File: src/rtl/posit_pkg.sv
// rtl/posit_pkg.sv - shared posit widths, log2 helper and special-value constants
package posit_pkg;

  function automatic int log2(input int n);
    int r;
    r = 0;
    for (int i = 0; i < 31; i++) begin
      if ((1 << i) < n) r = i + 1;
    end
    return r;
  endfunction

  localparam int N_DEF  = 8;
  localparam int ES_DEF = 3;
  localparam int RS_DEF = log2(N_DEF);

  // Special encodings, returned wide and cast down to N bits by the user.
  function automatic logic [63:0] posit_nar(input int n);
    return 64'd1 << (n - 1);
  endfunction

  function automatic logic [63:0] posit_zero(input int n);
    return (n > 0) ? 64'd0 : 64'd0;
  endfunction

  function automatic logic [63:0] posit_maxpos(input int n);
    return (64'd1 << (n - 1)) - 64'd1;
  endfunction

  function automatic logic [63:0] posit_minpos(input int n);
    return (n > 1) ? 64'd1 : 64'd0;
  endfunction

endpackage

File: src/rtl/posit_encoder_if.sv
// rtl/posit_encoder_if.sv - decoded-field input and posit output handshake bundle
interface posit_encoder_if #(
  parameter int N  = posit_pkg::N_DEF,
  parameter int ES = posit_pkg::ES_DEF,
  parameter int RS = posit_pkg::log2(N)
) ();
  logic                in_valid;
  logic                in_ready;
  logic                Sign;
  logic signed [RS:0]  RegimeValue;
  logic [ES-1:0]       Exponent;
  logic [N-1:0]        Mantissa;
  logic                Sticky;
  logic                IsZero;
  logic                IsNaR;
  logic                out_valid;
  logic                out_ready;
  logic [N-1:0]        out_posit;

  modport master (
    output in_valid, Sign, RegimeValue, Exponent, Mantissa, Sticky, IsZero, IsNaR, out_ready,
    input  in_ready, out_valid, out_posit
  );

  modport slave (
    input  in_valid, Sign, RegimeValue, Exponent, Mantissa, Sticky, IsZero, IsNaR, out_ready,
    output in_ready, out_valid, out_posit
  );
endinterface

File: src/rtl/posit_round.sv
// rtl/posit_round.sv - round-to-nearest-even of a packed posit body, never to zero or NaR
module posit_round
  import posit_pkg::*;
#(
  parameter int N = N_DEF
) (
  input  logic [N-2:0] body,
  input  logic         guard,
  input  logic         sticky,
  input  logic         saturated,
  output logic [N-2:0] rounded
);

  always_comb begin
    rounded = body;
    // An all-ones body is maxpos; incrementing it would wrap into NaR.
    if (!saturated && guard && (body[0] || sticky) && !(&body))
      rounded = body + 1'b1;
    if (rounded == '0)
      rounded = (N-1)'(posit_minpos(N));
  end

endmodule

File: src/rtl/posit_encoder.sv
// rtl/posit_encoder.sv - two-stage posit encoder: field pack, then round/negate
module posit_encoder
  import posit_pkg::*;
#(
  parameter int N  = N_DEF,
  parameter int ES = ES_DEF,
  parameter int RS = log2(N)
) (
  input  logic clk,
  input  logic reset,
  posit_encoder_if.slave bus
);

  // Longest regime run (N-1) plus terminator, exponent and mantissa fit in W.
  localparam int W = 2 * N + ES;
  localparam logic [N-1:0] NAR  = N'(posit_nar(N));
  localparam logic [N-1:0] ZERO = N'(posit_zero(N));

  logic               s1_valid, s2_valid, s1_adv;
  logic [N-2:0]       s1_body;
  logic               s1_guard, s1_sticky, s1_sat, s1_sign, s1_zero, s1_nar;
  logic [N-1:0]       s2_posit;

  logic signed [RS:0] k_field;
  int                 k, run;
  logic [W-1:0]       str;
  logic [N-2:0]       p_body;
  logic               p_guard, p_sticky, p_sat;

  logic [N-2:0]       rounded;
  logic [N-1:0]       pos, result;

  assign s1_adv        = !s2_valid || bus.out_ready;
  assign bus.in_ready  = !s1_valid || s1_adv;
  assign bus.out_valid = s2_valid;
  assign bus.out_posit = s2_posit;

  always_comb begin
    k_field = bus.RegimeValue;
    k       = int'(k_field);
    run     = (k >= 0) ? k + 1 : -k;
    str     = {(k < 0), bus.Exponent, bus.Mantissa, {(N-1){1'b0}}} >> run;
    if (k >= 0)
      str = str | ~({W{1'b1}} >> run);
    p_body   = str[W-1 -: N-1];
    p_guard  = str[W-N];
    p_sticky = (|str[W-N-1:0]) || bus.Sticky;
    p_sat    = 1'b0;
    if (k > N - 2) begin
      p_body = (N-1)'(posit_maxpos(N));
      p_sat  = 1'b1;
    end else if (k < -(N - 2)) begin
      p_body = (N-1)'(posit_minpos(N));
      p_sat  = 1'b1;
    end
    if (p_sat) begin
      p_guard  = 1'b0;
      p_sticky = 1'b0;
    end
  end

  posit_round #(.N(N)) u_round (
    .body      (s1_body),
    .guard     (s1_guard),
    .sticky    (s1_sticky),
    .saturated (s1_sat),
    .rounded   (rounded)
  );

  always_comb begin
    pos = {1'b0, rounded};
    if (s1_nar)       result = NAR;
    else if (s1_zero) result = ZERO;
    else if (s1_sign) result = ~pos + 1'b1;
    else              result = pos;
  end

  always_ff @(posedge clk) begin
    if (reset) begin
      s1_valid <= 1'b0;
      s2_valid <= 1'b0;
      s2_posit <= '0;
    end else begin
      if (s1_adv) begin
        s2_valid <= s1_valid;
        if (s1_valid) s2_posit <= result;
      end
      if (bus.in_ready) begin
        s1_valid <= bus.in_valid;
        if (bus.in_valid) begin
          s1_body   <= p_body;
          s1_guard  <= p_guard;
          s1_sticky <= p_sticky;
          s1_sat    <= p_sat;
          s1_sign   <= bus.Sign;
          s1_zero   <= bus.IsZero;
          s1_nar    <= bus.IsNaR;
        end
      end
    end
  end

endmodule

File: src/flat_wrapper.sv
// flat-port wrapper written by rule: the top's interface ports become plain ports
module posit_encoder_flat import posit_pkg::*;
#(
  parameter int N  = N_DEF,
  parameter int ES = ES_DEF,
  parameter int RS = log2(N)
)
  (clk, reset, bus_in_valid, bus_Sign, bus_RegimeValue, bus_Exponent, bus_Mantissa, bus_Sticky, bus_IsZero, bus_IsNaR, bus_out_ready, bus_in_ready, bus_out_valid, bus_out_posit);
  posit_encoder_if #(.N(N), .ES(ES), .RS(RS)) bus_i ();
  input  logic clk;
  input  logic reset;
  input wire logic [$bits(bus_i.in_valid)-1:0] bus_in_valid;
  input wire logic [$bits(bus_i.Sign)-1:0] bus_Sign;
  input wire logic [$bits(bus_i.RegimeValue)-1:0] bus_RegimeValue;
  input wire logic [$bits(bus_i.Exponent)-1:0] bus_Exponent;
  input wire logic [$bits(bus_i.Mantissa)-1:0] bus_Mantissa;
  input wire logic [$bits(bus_i.Sticky)-1:0] bus_Sticky;
  input wire logic [$bits(bus_i.IsZero)-1:0] bus_IsZero;
  input wire logic [$bits(bus_i.IsNaR)-1:0] bus_IsNaR;
  input wire logic [$bits(bus_i.out_ready)-1:0] bus_out_ready;
  output wire logic [$bits(bus_i.in_ready)-1:0] bus_in_ready;
  output wire logic [$bits(bus_i.out_valid)-1:0] bus_out_valid;
  output wire logic [$bits(bus_i.out_posit)-1:0] bus_out_posit;
  assign bus_i.in_valid = bus_in_valid;
  assign bus_i.Sign = bus_Sign;
  assign bus_i.RegimeValue = bus_RegimeValue;
  assign bus_i.Exponent = bus_Exponent;
  assign bus_i.Mantissa = bus_Mantissa;
  assign bus_i.Sticky = bus_Sticky;
  assign bus_i.IsZero = bus_IsZero;
  assign bus_i.IsNaR = bus_IsNaR;
  assign bus_i.out_ready = bus_out_ready;
  assign bus_in_ready = bus_i.in_ready;
  assign bus_out_valid = bus_i.out_valid;
  assign bus_out_posit = bus_i.out_posit;
  posit_encoder #(.N(N), .ES(ES), .RS(RS)) u_core (.clk(clk), .reset(reset), .bus(bus_i));
endmodule
File: config.mk
export PLATFORM = sky130hd
export DESIGN_NAME = posit_encoder_flat
export DESIGN_NICKNAME = d
export VERILOG_FILES = /design/src/rtl/posit_pkg.sv /design/src/rtl/posit_encoder_if.sv /design/src/rtl/posit_round.sv /design/src/rtl/posit_encoder.sv /design/src/flat_wrapper.sv
export SDC_FILE = /design/constraint.sdc
export NUM_CORES = 1
export LEC_CHECK = 0
export ABC_AREA = 1
export ABC_CLOCK_PERIOD_IN_PS = 3600
export BUFFER_PORTS_ARGS = -buffer_cell sky130_fd_sc_hd__buf_4
export CAP_MARGIN = 25
export CORE_MARGIN = 4
export CORE_UTILIZATION = 25
export DETAILED_ROUTE_END_ITERATION = 8
export PLACE_DENSITY = 0.37
export SLEW_MARGIN = 30
export SYNTH_ARGS = -nofsm -noshare
export SYNTH_HDL_FRONTEND = slang
export SYNTH_HIERARCHICAL = 1
export SYNTH_SLANG_ARGS = --single-unit
File: constraint.sdc
create_clock -name clk -period 3.6 [get_ports clk]
set_input_delay 0.72 -clock clk [delete_from_list [all_inputs] [get_ports clk]]
set_output_delay 0.72 -clock clk [all_outputs]
set_load 0.02 [all_outputs]
==> metrics.md, run 1 <==
| Metric | Value |
|---|---|
| Combinational share of power | 0.384 |
| Initial Utilization | 0.259 |
| Net Sw Frac | 0.363 |
| Pwr/cell area | 278 nW/µm² |
| Final Instance Area | 2680 µm² |
| Reg-to-Reg Start | u_core/s1_body[0] |
| Top post-synthesis cells by count | nand2_1 (119), nand3_1 (34), inv_1 (30) |
| Post_cts resized | 0 |
| Post-DP HPWL | 5.14 mm |
| Die width | 104 µm |
| Hold depth | 2 |
| IO Port Bufs | 32 |
| Max_cap viols | 0 |
| Worst Path Required | 3.62 ns |
| Drt initial violations | 63 |
| CP Launch Type | primary input |
| Largest net degree at the start of global routing | 18 |
| Hold Crit Class | register to register |
| Post-Syn Instances | 345 |
| Syn_nets | 381 |
| Setup-failing EPs final | 0 |
| Internal | 0.000475 W |
| H-Tree Level Count | 1 |
| Max incr delay on CP | 0.42 ns |
| Total power | 0.000746 W |
| Min Tclk post-route | 3.16 ns |
| Placed Instances | 482 |
| CP arrival | 3.18 ns |
| Mean Syn Cell Area | 6.61 µm² |
| Number of flops mapped to enable cells by yosys | 13 |
| Root Driver | clkbuf_8 |
| GRT Resource Usage Total | 0.115 |
| Register area share after synthesis | 0.259 |
| DR vias | 2264 |
| RSZ-0062 raised after global routing | false |
| Synth warnings | 6 |
| Setup crit end | u_core/s1_sticky |
| TritonCTS Buffers | 3 |
| Skew-Pair Late Insertion Delay | 0.26 ns |
| Dpl ws | 0.155 ns |
| Hold Vio Cnt, Final | 0 |
| Fillers | 994 |
| Post-DR vias/cell | 4.66 |
| Core area | 8810 µm² |
| I/O pin cnt | 33 |
| R2r setup slk | 0.99 ns |
| Remaining Overflow, GRT | 0 |
| CTS Hold Bufs | 0 |
| CP cell instances | buf_4 -> inv_1 -> ha_1 -> nand2_1 -> ha_1 -> inv_4 -> nand2_4 -> nand2_2 -> inv_2 -> nor2_1 -> o21ai_0 -> a21oi_1 -> a211oi_1 -> nand2_1 -> nand2_1 -> nand2_1 -> nand2_1 -> a21oi_2 |
| First-pass GRT wire length | 10.6 mm |
| DRT antenna net count | 0 |
| Slack of the critical path | 0.441 ns |
| Area growth, synth to finish | 17.6% |
| Slowest CP cell | ha_1 |
| Placed cell area | 2640 µm² |
| CTS max path bufs | 2 |
| Gp weighted congestion | 0.795 |
| Clock transition at path regs | 0.08 ns |
| Max Freq | 317 MHz |
| Status | completed |
| Initial antenna violation count | 0 |
| CTS Sinks | 23 |
| Crit path kind | primary input to register |
| Mapped cell area | 2280 µm² |
| Synth Register Bits | 23 |
| Critical Path End Type | register |
| Most used standard cell by instance count after synthesis | nand2_1 |
| Worst reg2reg path depth | 17 |
| Worst IR Drop VDD | 0.116 mV |
| Actual slew at the worst max-slew pin | 0.774 ns |
| Crit-path max FO | 12 |
| Worst R2R End | u_core/bus.out_posit[6] |
| Residual DRC count | 0 |
| Final Cycle Share | 0.878 |
| Top cell type's share of synthesized area | 0.196 |
| Max transition margin | 0.480 |
| Final Slew Violations | 0 |
| DRT Wirelength | 6.13 mm |
| Asr flop ratio synth | 0 |
| Vias in the first global route | 2211 |
| Psw | 0.000271 W |
| N_diodes | 0 |
| Std-Cell Rows | 34 |
| Most used DFF post-synth | edfxtp_1 |
| Clock Skew | 0.000873 ns |
| Post-CTS setup-driven buffer insertion count | 0 |
| Final net count | 415 |
| Most common cell on crit path | nand2_1 |
| Synth cell types | 38 |
| Die area | 10700 µm² |
| Router iterations before antenna repair | 4 |
| Critical Path Start | bus_RegimeValue[0] |
| Static leakage | 1.29 nW |
| Wirelength per Cell | 12.6 µm |
| Final setup TNS | 0 ns |
| Area leader, netlist | nand2_1 |
| Clock share of power | 0.208 |
| Final cell count without fillers | 486 |
| Share of layout cells above drive strength 1 | 0.201 |
| Number of flip-flops in the largest register | 8 |
| Portion of total power attributed to sequential cells | 0.408 |
| Area contributors post-synth | nand2_1 (20%), edfxtp_1 (17%), dfxtp_1 (8.8%), nand3_1 (7.5%), ha_1 (7.1%) |
| CTS tree | built |
| Die Span Y | 104 µm |
[final cells by class]
type                    count  area [µm²]  area share
clock buffers               3        41.3      0.0154
flip-flops and latches     23         591       0.220
multi-input cells         279        1490       0.557
clock inverters             1        5.00     0.00187
inverters                  34         130      0.0485
repair buffers             38         285       0.106
well taps                 108         135      0.0504
[per-layer routing]
metal,GRT usage,share of wire,up-vias
li1,-,-,1208
met1,0.142,0.46,1025
met2,0.215,0.51,29
met3,0.0124,0.021,2
met4,0.0256,0.0060,0
met5,0,0,-
[worst min-delay path by stage]
stage	slack, ns	end	startpoint
after floorplan	0.52	u_core/bus.out_posit[7]	u_core/s1_zero
after global placement	0.45	u_core/bus.out_posit[0]	u_core/bus.out_posit[0]
after detailed placement	0.46	u_core/bus.out_posit[0]	u_core/bus.out_posit[0]
after CTS	0.47	u_core/bus.out_posit[0]	u_core/bus.out_posit[0]
after global routing	0.49	u_core/bus.out_posit[0]	u_core/bus.out_posit[0]
final	0.47	u_core/bus.out_posit[0]	u_core/bus.out_posit[0]
[power by group through the flow]
stage	clock (W)	combinational (W)	sequential [W]
finish	0.000155	0.000287	0.000304
global route	0.000174	0.000329	0.000307
global placement	0	0.000294	0.000311
floorplan	0	0.000203	0.000311
detailed placement	0	0.000291	0.000311
CTS	0.000167	0.000292	0.000305
[critical path: cells and delay by family]
family | cells | cell delay, ns
adders and majority gates | 2 | 0.65
AOI/OAI and AO/OA | 4 | 0.59
and+or+nand+nor | 8 | 0.64
buffers and inverters | 4 | 0.57
[logic make-up after synthesis]
kind of cell / synth area share
compound gates: 0.116
xor+xnor: 0.0192
fa+ha+maj: 0.0713
buf+inv: 0.0861
flops: 0.259
simple gates: 0.448
[metrics by stage]
stage,utilization,hold slack (ns)
floorplan,-,0.523
global placement,0.299,0.455
detailed placement,0.299,0.457
CTS,0.304,0.470
global route,0.304,0.489
finish,0.304,0.466
[cell usage in the layout (no fill, tap or decap), drive strengths merged, types with 2 or more instances in the layout]
| master | n |
|---|---|
| nand2 | 130 |
| buf | 38 |
| nand3 | 38 |
| inv | 33 |
| nor2 | 30 |
| a21oi | 15 |
| o21ai | 15 |
| ha | 13 |
| edfxtp | 13 |
| dfxtp | 10 |
| nand4 | 9 |
| xor2 | 5 |
| nor3 | 5 |
| clkbuf | 3 |
| o211ai | 3 |
| nand3b | 3 |
| or2 | 3 |
| a211oi | 2 |
| a22oi | 2 |
| clkinv | 2 |
Note: power is estimated with default switching activity, not from simulation.
==> run 2: changes to the inputs <==
--- a/config.mk
+++ b/config.mk
@@ -9,6 +9,7 @@
 export ABC_CLOCK_PERIOD_IN_PS = 3600
 export BUFFER_PORTS_ARGS = -buffer_cell sky130_fd_sc_hd__buf_4
 export CAP_MARGIN = 25
+export CORE_ASPECT_RATIO = 1.5
 export CORE_MARGIN = 4
 export CORE_UTILIZATION = 25
 export DETAILED_ROUTE_END_ITERATION = 8
@@ -18,3 +19,4 @@
 export SYNTH_HDL_FRONTEND = slang
 export SYNTH_HIERARCHICAL = 1
 export SYNTH_SLANG_ARGS = --single-unit
+export TNS_END_PERCENT = 20
==> run 2 against run 1 <==
Clock power grew 54%. Combinational power about the same. Largest power group unchanged. Fmax shrank 0.12%. Largest cell class unchanged. Core utilization about the same.
==> metrics.md, run 2 (synthesis results as in run 1) <==
| Metric | Value |
|---|---|
| Status | completed |
| Post-DP HPWL | 5.45 mm (+6.1%) |
| Skew-Pair Late Insertion Delay | 0.25 ns (about the same) |
| Residual DRC count | 0 (unchanged) |
| IO Port Bufs | 32 (unchanged) |
| Die area | 10700 µm² (+0.29%) |
| Static leakage | 1.30 nW (+0.44%) |
| Max_cap viols | 0 (unchanged) |
| CTS tree | built |
| Setup-failing EPs final | 0 (unchanged) |
| Pwr/cell area | 307 nW/µm² (+10%) |
| RSZ-0062 raised after global routing | false |
| Remaining Overflow, GRT | 0 (unchanged) |
| Final net count | 413 (-0.48%) |
| Area growth, synth to finish | 18.5% |
| Final Cycle Share | 0.879 (+0.00102) |
| Number of flip-flops in the largest register | 8 (unchanged) |
| TritonCTS Buffers | 3 (unchanged) |
| Post_cts resized | 0 (unchanged) |
| Clock transition at path regs | 0.06 ns (-0.02 ns) |
| Post-CTS setup-driven buffer insertion count | 0 (unchanged) |
| Placed Instances | 482 (unchanged) |
| Hold Vio Cnt, Final | 0 (unchanged) |
| Commonest cells after routing, fill and taps aside | nand2_1 (119), buf_4 (36), nand3_1 (34) |
| Worst Path Required | 3.61 ns (about the same) |
| R2r setup slk | 0.98 ns (about the same) |
| Gp weighted congestion | 0.814 (+2.5%) |
| DRT Wirelength | 6.35 mm (+3.6%) |
| H-Tree Level Count | 1 (unchanged) |
| Std-Cell Rows | 42 (+24%) |
| N_diodes | 0 (unchanged) |
| Core area | 8880 µm² (+0.85%) |
| Router iterations before antenna repair | 4 (unchanged) |
| Wirelength per Cell | 13.1 µm (+3.6%) |
| Initial Utilization | 0.257 (-0.00219) |
| Vias in the first global route | 2276 (+2.9%) |
| Fillers | 986 (-0.80%) |
| Initial antenna violation count | 0 (unchanged) |
| CP arrival | 3.17 ns (about the same) |
| CTS Hold Bufs | 0 (unchanged) |
| Final setup TNS | 0 ns (unchanged) |
| Commonest non-fill, non-tap cell in the layout | nand2_1 |
| Die width | 86.0 µm (-17%) |
| Drt initial violations | 58 (-7.9%) |
| Final cell count without fillers | 486 (unchanged) |
| CTS max path bufs | 2 (unchanged) |
| CP Launch Type | primary input |
| Max Freq | 316 MHz (-0.12%) |
| Crit-path max FO | 12 (unchanged) |
| Min Hold Slack | 0.465 ns (-0.000868 ns) |
| Crit path kind | primary input to register |
| DRT antenna net count | 0 (unchanged) |
| First-pass GRT wire length | 10.8 mm (+2.5%) |
| Max transition margin | 0.506 (+0.0254) |
| Clock Skew | 0.00246 ns (+0.00159 ns) |
| Worst IR Drop VDD | 0.146 mV (+26%) |
| Root Driver | clkbuf_16 |
| Hold Crit Class | register to register |
| DR vias | 2292 (+1.2%) |
| GRT Resource Usage Total | 0.124 (+0.00835) |
| Final Slew Violations | 0 (unchanged) |
| CTS Sinks | 23 (unchanged) |
| Post-DR vias/cell | 4.72 (+1.2%) |
| Final Util | 0.304 (about the same) |
| Largest net degree at the start of global routing | 18 (unchanged) |
| Share of layout cells above drive strength 1 | 0.197 (-0.00425) |
| I/O pin cnt | 33 (unchanged) |
| Die Span Y | 125 µm (+21%) |
| Actual slew at the worst max-slew pin | 0.736 ns (-0.0377 ns) |
| Min Tclk post-route | 3.16 ns (+0.00367 ns) |
| Critical Path End Type | register |
| Total power | 0.000831 W (+11%) |
## run 2: per-stage QoR
stage               instance area, µm²  setup WS [ns]
floorplan                         2280          0.835
global placement                  2620          0.142
detailed placement                2620          0.166
CTS                               2700          0.428
global route                      2700          0.123
finish                            2700          0.437
## run 2: layout make-up
| class | instances | area (µm²) | area share |
|---|---|---|---|
| timing repair buffer | 36 | 270 | 0.100 |
| inverter | 34 | 130 | 0.0481 |
| multi-input combinational | 279 | 1490 | 0.553 |
| sequential | 23 | 591 | 0.219 |
| tap | 110 | 138 | 0.0509 |
| clock inverter | 1 | 5.00 | 0.00185 |
| clock buffer | 3 | 75.1 | 0.0278 |
## run 2: worst max-delay path, cell delays in order
cell and delay (ns):
buf_4 0.12, inv_1 0.11, ha_1 0.23, nand2_1 0.08
ha_1 0.40, inv_4 0.15, nand2_4 0.09, nand2_2 0.10
inv_2 0.19, nor2_1 0.06, o21ai_0 0.23, a21oi_1 0.10
a211oi_1 0.23, nand2_1 0.12, nand2_1 0.08, nand2_1 0.05
nand2_1 0.07, a21oi_2 0.05
## run 2: metal layers
metal  up-vias  track usage  wire [µm]
met5         -            0          0
met4         0       0.0410        142
met3        12       0.0125        179
met2        40        0.256       3770
met1      1036        0.121       2250
li1       1204            -          -
## run 2: final timing paths
check	start	end	cells past startpoint
worst max-delay path	bus_RegimeValue[0]	u_core/s1_sticky	18
worst max register to register	u_core/s1_body[0]	u_core/bus.out_posit[6]	17
worst min register to register	u_core/bus.out_posit[4]	u_core/bus.out_posit[4]	2
worst min-delay path	u_core/bus.out_posit[4]	u_core/bus.out_posit[4]	2
## run 2: power breakdown
part	internal [W]	switching, W
clock network	0.000149	0.0000895
logic	0.000103	0.000184
registers	0.000294	0.0000105
total	0.000546	0.000284
==> run 3: changes to the inputs <==
--- a/config.mk
+++ b/config.mk
@@ -10,13 +10,11 @@
 export BUFFER_PORTS_ARGS = -buffer_cell sky130_fd_sc_hd__buf_4
 export CAP_MARGIN = 25
 export CORE_ASPECT_RATIO = 1.5
-export CORE_MARGIN = 4
 export CORE_UTILIZATION = 25
 export DETAILED_ROUTE_END_ITERATION = 8
 export PLACE_DENSITY = 0.37
 export SLEW_MARGIN = 30
 export SYNTH_ARGS = -nofsm -noshare
 export SYNTH_HDL_FRONTEND = slang
-export SYNTH_HIERARCHICAL = 1
 export SYNTH_SLANG_ARGS = --single-unit
 export TNS_END_PERCENT = 20
==> run 3 against run 2 <==
Routed wire length fell by 1.2%. Count of clock-buffer cells in the layout did not move. Sequential power barely moved. Non-clock buffer count did not move. Setup slack improved by 0.027 ns. Synthesized area fell by 3.4%. Via count rose by 0.26%. Cell count fell by 0.62%. Critical endpoint is now u_core.s1_sticky. Largest power group is now combinational logic. Clock power rose by 3%. Fmax rose by 0.86%. Die area fell by 14%.
==> metrics.md, run 3 <==
| Metric | Value |
|---|---|
| Asr flop ratio synth | 0 (unchanged) |
| Reg-to-Reg Start | u_core.s1_body[0] |
| Area contributors post-synth | nand2_1 (18%), edfxtp_1 (18%), nand3_1 (14%), dfxtp_1 (9.1%), ha_1 (5.7%) |
| CP Launch Type | primary input |
| Router iterations before antenna repair | 4 (unchanged) |
| Gp weighted congestion | 0.850 (+4.4%) |
| Register Area | 591 µm² (unchanged) |
| Die Span Y | 117 µm (-6.4%) |
| N_diodes | 0 (unchanged) |
| Clock transition at path regs | 0.06 ns (about the same) |
| Synth Register Bits | 23 (unchanged) |
| Fillers | 990 (+0.41%) |
| Max_cap viols | 0 (unchanged) |
| Most used DFF post-synth | edfxtp_1 |
| Area growth, synth to finish | 20.0% |
| Root Driver | clkbuf_16 |
| GRT Resource Usage Total | 0.145 (+0.0217) |
| Status | completed |
| Skew-Pair Late Insertion Delay | 0.26 ns (about the same) |
| DRT antenna net count | 0 (unchanged) |
| Max incr delay on CP | 0.33 ns (-0.07 ns) |
| Worst IR Drop VDD | 0.195 mV (+33%) |
| Slack of the critical path | 0.464 ns (+0.0271 ns) |
| Setup-failing EPs final | 0 (unchanged) |
| Initial antenna violation count | 0 (unchanged) |
| Residual DRC count | 0 (unchanged) |
| Final Cycle Share | 0.871 (-0.00753) |
| Post_cts resized | 0 (unchanged) |
| H-Tree Level Count | 1 (unchanged) |
| Psw | 0.000303 W (+6.4%) |
| Combinational share of power | 0.359 (+0.013) |
| Crit-path max FO | 26 (+14) |
| Critical Path End Type | register |
| Worst Path Required | 3.71 ns (+0.10 ns) |
| Min Tclk post-route | 3.14 ns (-0.0271 ns) |
| Mapped cell area | 2200 µm² (-3.4%) |
| Most common cell on crit path | nand3_1 |
| Core area | 8460 µm² (-4.7%) |
| Wirelength per Cell | 13.0 µm (-0.58%) |
| Synth cell types | 34 (-11%) |
| Hold Vio Cnt, Final | 0 (unchanged) |
| Final setup TNS | 0 ns (unchanged) |
| Final Slew Violations | 0 (unchanged) |
| Clock Skew | 0.00326 ns (+0.000797 ns) |
| Crit path kind | primary input to register |
| Portion of total power attributed to sequential cells | 0.355 (-0.012) |
| CP arrival | 3.25 ns (+0.08 ns) |
| Commonest cells after routing, fill and taps aside | nand2_1 (107), nand3_1 (60), buf_4 (35) |
| Post-CTS setup-driven buffer insertion count | 0 (unchanged) |
| Mean Syn Cell Area | 6.37 µm² (-3.7%) |
| TritonCTS Buffers | 3 (unchanged) |
| Number of flip-flops in the largest register | 8 (unchanged) |
| Initial Utilization | 0.260 (+0.00348) |
| First-pass GRT wire length | 10.3 mm (-4.9%) |
| Static leakage | 1.23 nW (-4.8%) |
| Top cell type's share of synthesized area | 0.182 (-0.0135) |
| RSZ-0062 raised after global routing | false |
| CTS Sinks | 23 (unchanged) |
| Multi-input logic area | 1420 µm² (-5.0%) |
| Largest net degree at the start of global routing | 27 (+9) |
| CTS Hold Bufs | 0 (unchanged) |
| Max Freq | 319 MHz (+0.86%) |
| Commonest non-fill, non-tap cell in the layout | nand2_1 |
| Vias in the first global route | 2259 (-0.75%) |
| Register area share after synthesis | 0.268 (+0.00912) |
| CTS tree | built |
| Share of layout cells above drive strength 1 | 0.154 (-0.0426) |
| DRT Wirelength | 6.27 mm (-1.2%) |
| CP cell instances | buf_4 -> inv_1 -> ha_1 -> nand3_1 -> ha_1 -> inv_2 -> nand3_2 -> nand3_4 -> nor2_4 -> buf_12 -> nand3_1 -> nand2_1 -> inv_1 -> nand2_1 -> nand3_1 -> a21oi_1 -> nand3_1 -> a21oi_1 |
| Actual slew at the worst max-slew pin | 0.751 ns (+0.0151 ns) |
| CTS max path bufs | 2 (unchanged) |
| Pwr/cell area | 324 nW/µm² (+5.3%) |
| Synth warnings | 0 (-6) |
| Most used standard cell by instance count after synthesis | nand2_1 |
| Clock share of power | 0.286 (-0.002) |
| Net Sw Frac | 0.354 (+0.0112) |
| Hold Crit Class | register to register |
| Final net count | 410 (-0.73%) |
| Worst hold start | u_core.bus.out_posit[1] |
| Max transition margin | 0.495 (-0.0102) |
| Area leader, netlist | nand2_1 |
| Post-DP HPWL | 5.22 mm (-4.3%) |
| Die width | 78.7 µm (-8.5%) |
| Drt initial violations | 41 (-29%) |
| Syn_nets | 379 (-0.52%) |
| DR vias | 2298 (+0.26%) |
| Critical Path Start | bus_RegimeValue[0] |
| Top post-synthesis cells by count | nand2_1 (107), nand3_1 (60), inv_1 (31) |
| Die area | 9200 µm² (-14%) |
| Number of flops mapped to enable cells by yosys | 13 (unchanged) |
| I/O pin cnt | 33 (unchanged) |
| Min Hold Slack | 0.465 ns (+0.000179 ns) |
| Dpl ws | 0.203 ns (+0.0373 ns) |
| Std-Cell Rows | 41 (-2.4%) |
| Post-Syn Instances | 346 (+0.29%) |
| Slowest CP cell | ha_1 |
| Post-DR vias/cell | 4.76 (+0.88%) |
| Internal | 0.000553 W (+1.3%) |
| IO Port Bufs | 32 (unchanged) |
| Remaining Overflow, GRT | 0 (unchanged) |
==> run 3: cell types whose count changed after synthesis, sizes merged, moves of 4 or more <==
cell	before	now
nand3	38	64
nand4	9	2
inv	33	37
a31oi	0	4
nand2	130	107
a21oi	15	21
==> run 3: layout make-up <==
type,count,area share
sequential,23,0.223
clock buffer,3,0.0284
clock inverter,1,0.00189
timing repair buffer,36,0.107
multi-input combinational,276,0.536
inverter,37,0.0525
tap,107,0.0506
==> run 3: path summary, 6_finish.rpt <==
path | end | slack (ns) | cells past startpoint
max | u_core.s1_sticky | 0.46 | 18
min | u_core.bus.out_posit[1] | 0.47 | 2
max reg2reg | u_core.bus.out_posit[4] | 0.78 | 17
min reg2reg | u_core.bus.out_posit[1] | 0.47 | 2
==> run 3: metrics by stage <==
step / utilization / total power [W] / instances / area [µm²]
6_report: 0.312 / 0.000856 / 483 / 2650
3_3_place_gp: 0.303 / 0.000625 / 479 / 2560
5_1_grt: 0.312 / 0.000914 / 483 / 2650
3_5_place_dp: 0.303 / 0.000621 / 479 / 2560
2_1_floorplan: - / 0.000528 / 346 / 2200
4_1_cts: 0.312 / 0.000869 / 483 / 2650
==> run 3: power groups by stage <==
stage	clock network, W	logic [W]	registers [W]
6_report	0.000245	0.000307	0.000304
2_1_floorplan	0	0.000217	0.000311
4_1_cts	0.000252	0.000313	0.000304
5_1_grt	0.000257	0.000352	0.000305
3_3_place_gp	0	0.000315	0.000310
3_5_place_dp	0	0.000311	0.000310
==> run 3: critical path: cells and delay by family <==
family	cells	cell delay (ns)
buf+inv	5	0.57
simple gates	9	0.95
compound gates	2	0.44
fa+ha+maj	2	0.56
==> run 3: per-layer routing <==
layer | GRT usage | part of all wire
met1 | 0.133 | 0.36
met2 | 0.313 | 0.60
met3 | 0.0124 | 0.016
met4 | 0.0642 | 0.026
met5 | 0 | 0
==> run 3: logic make-up after synthesis <==
| kind of cell | count (synthesis) | synth area share |
|---|---|---|
| AO/OA/AOI/OAI | 49 | 0.132 |
| XOR/XNOR | 7 | 0.0363 |
| adder cells (fa/ha/maj) | 10 | 0.0568 |
| buffers and inverters | 47 | 0.0880 |
| flip-flops | 23 | 0.268 |
| AND/OR/NAND/NOR | 210 | 0.419 |
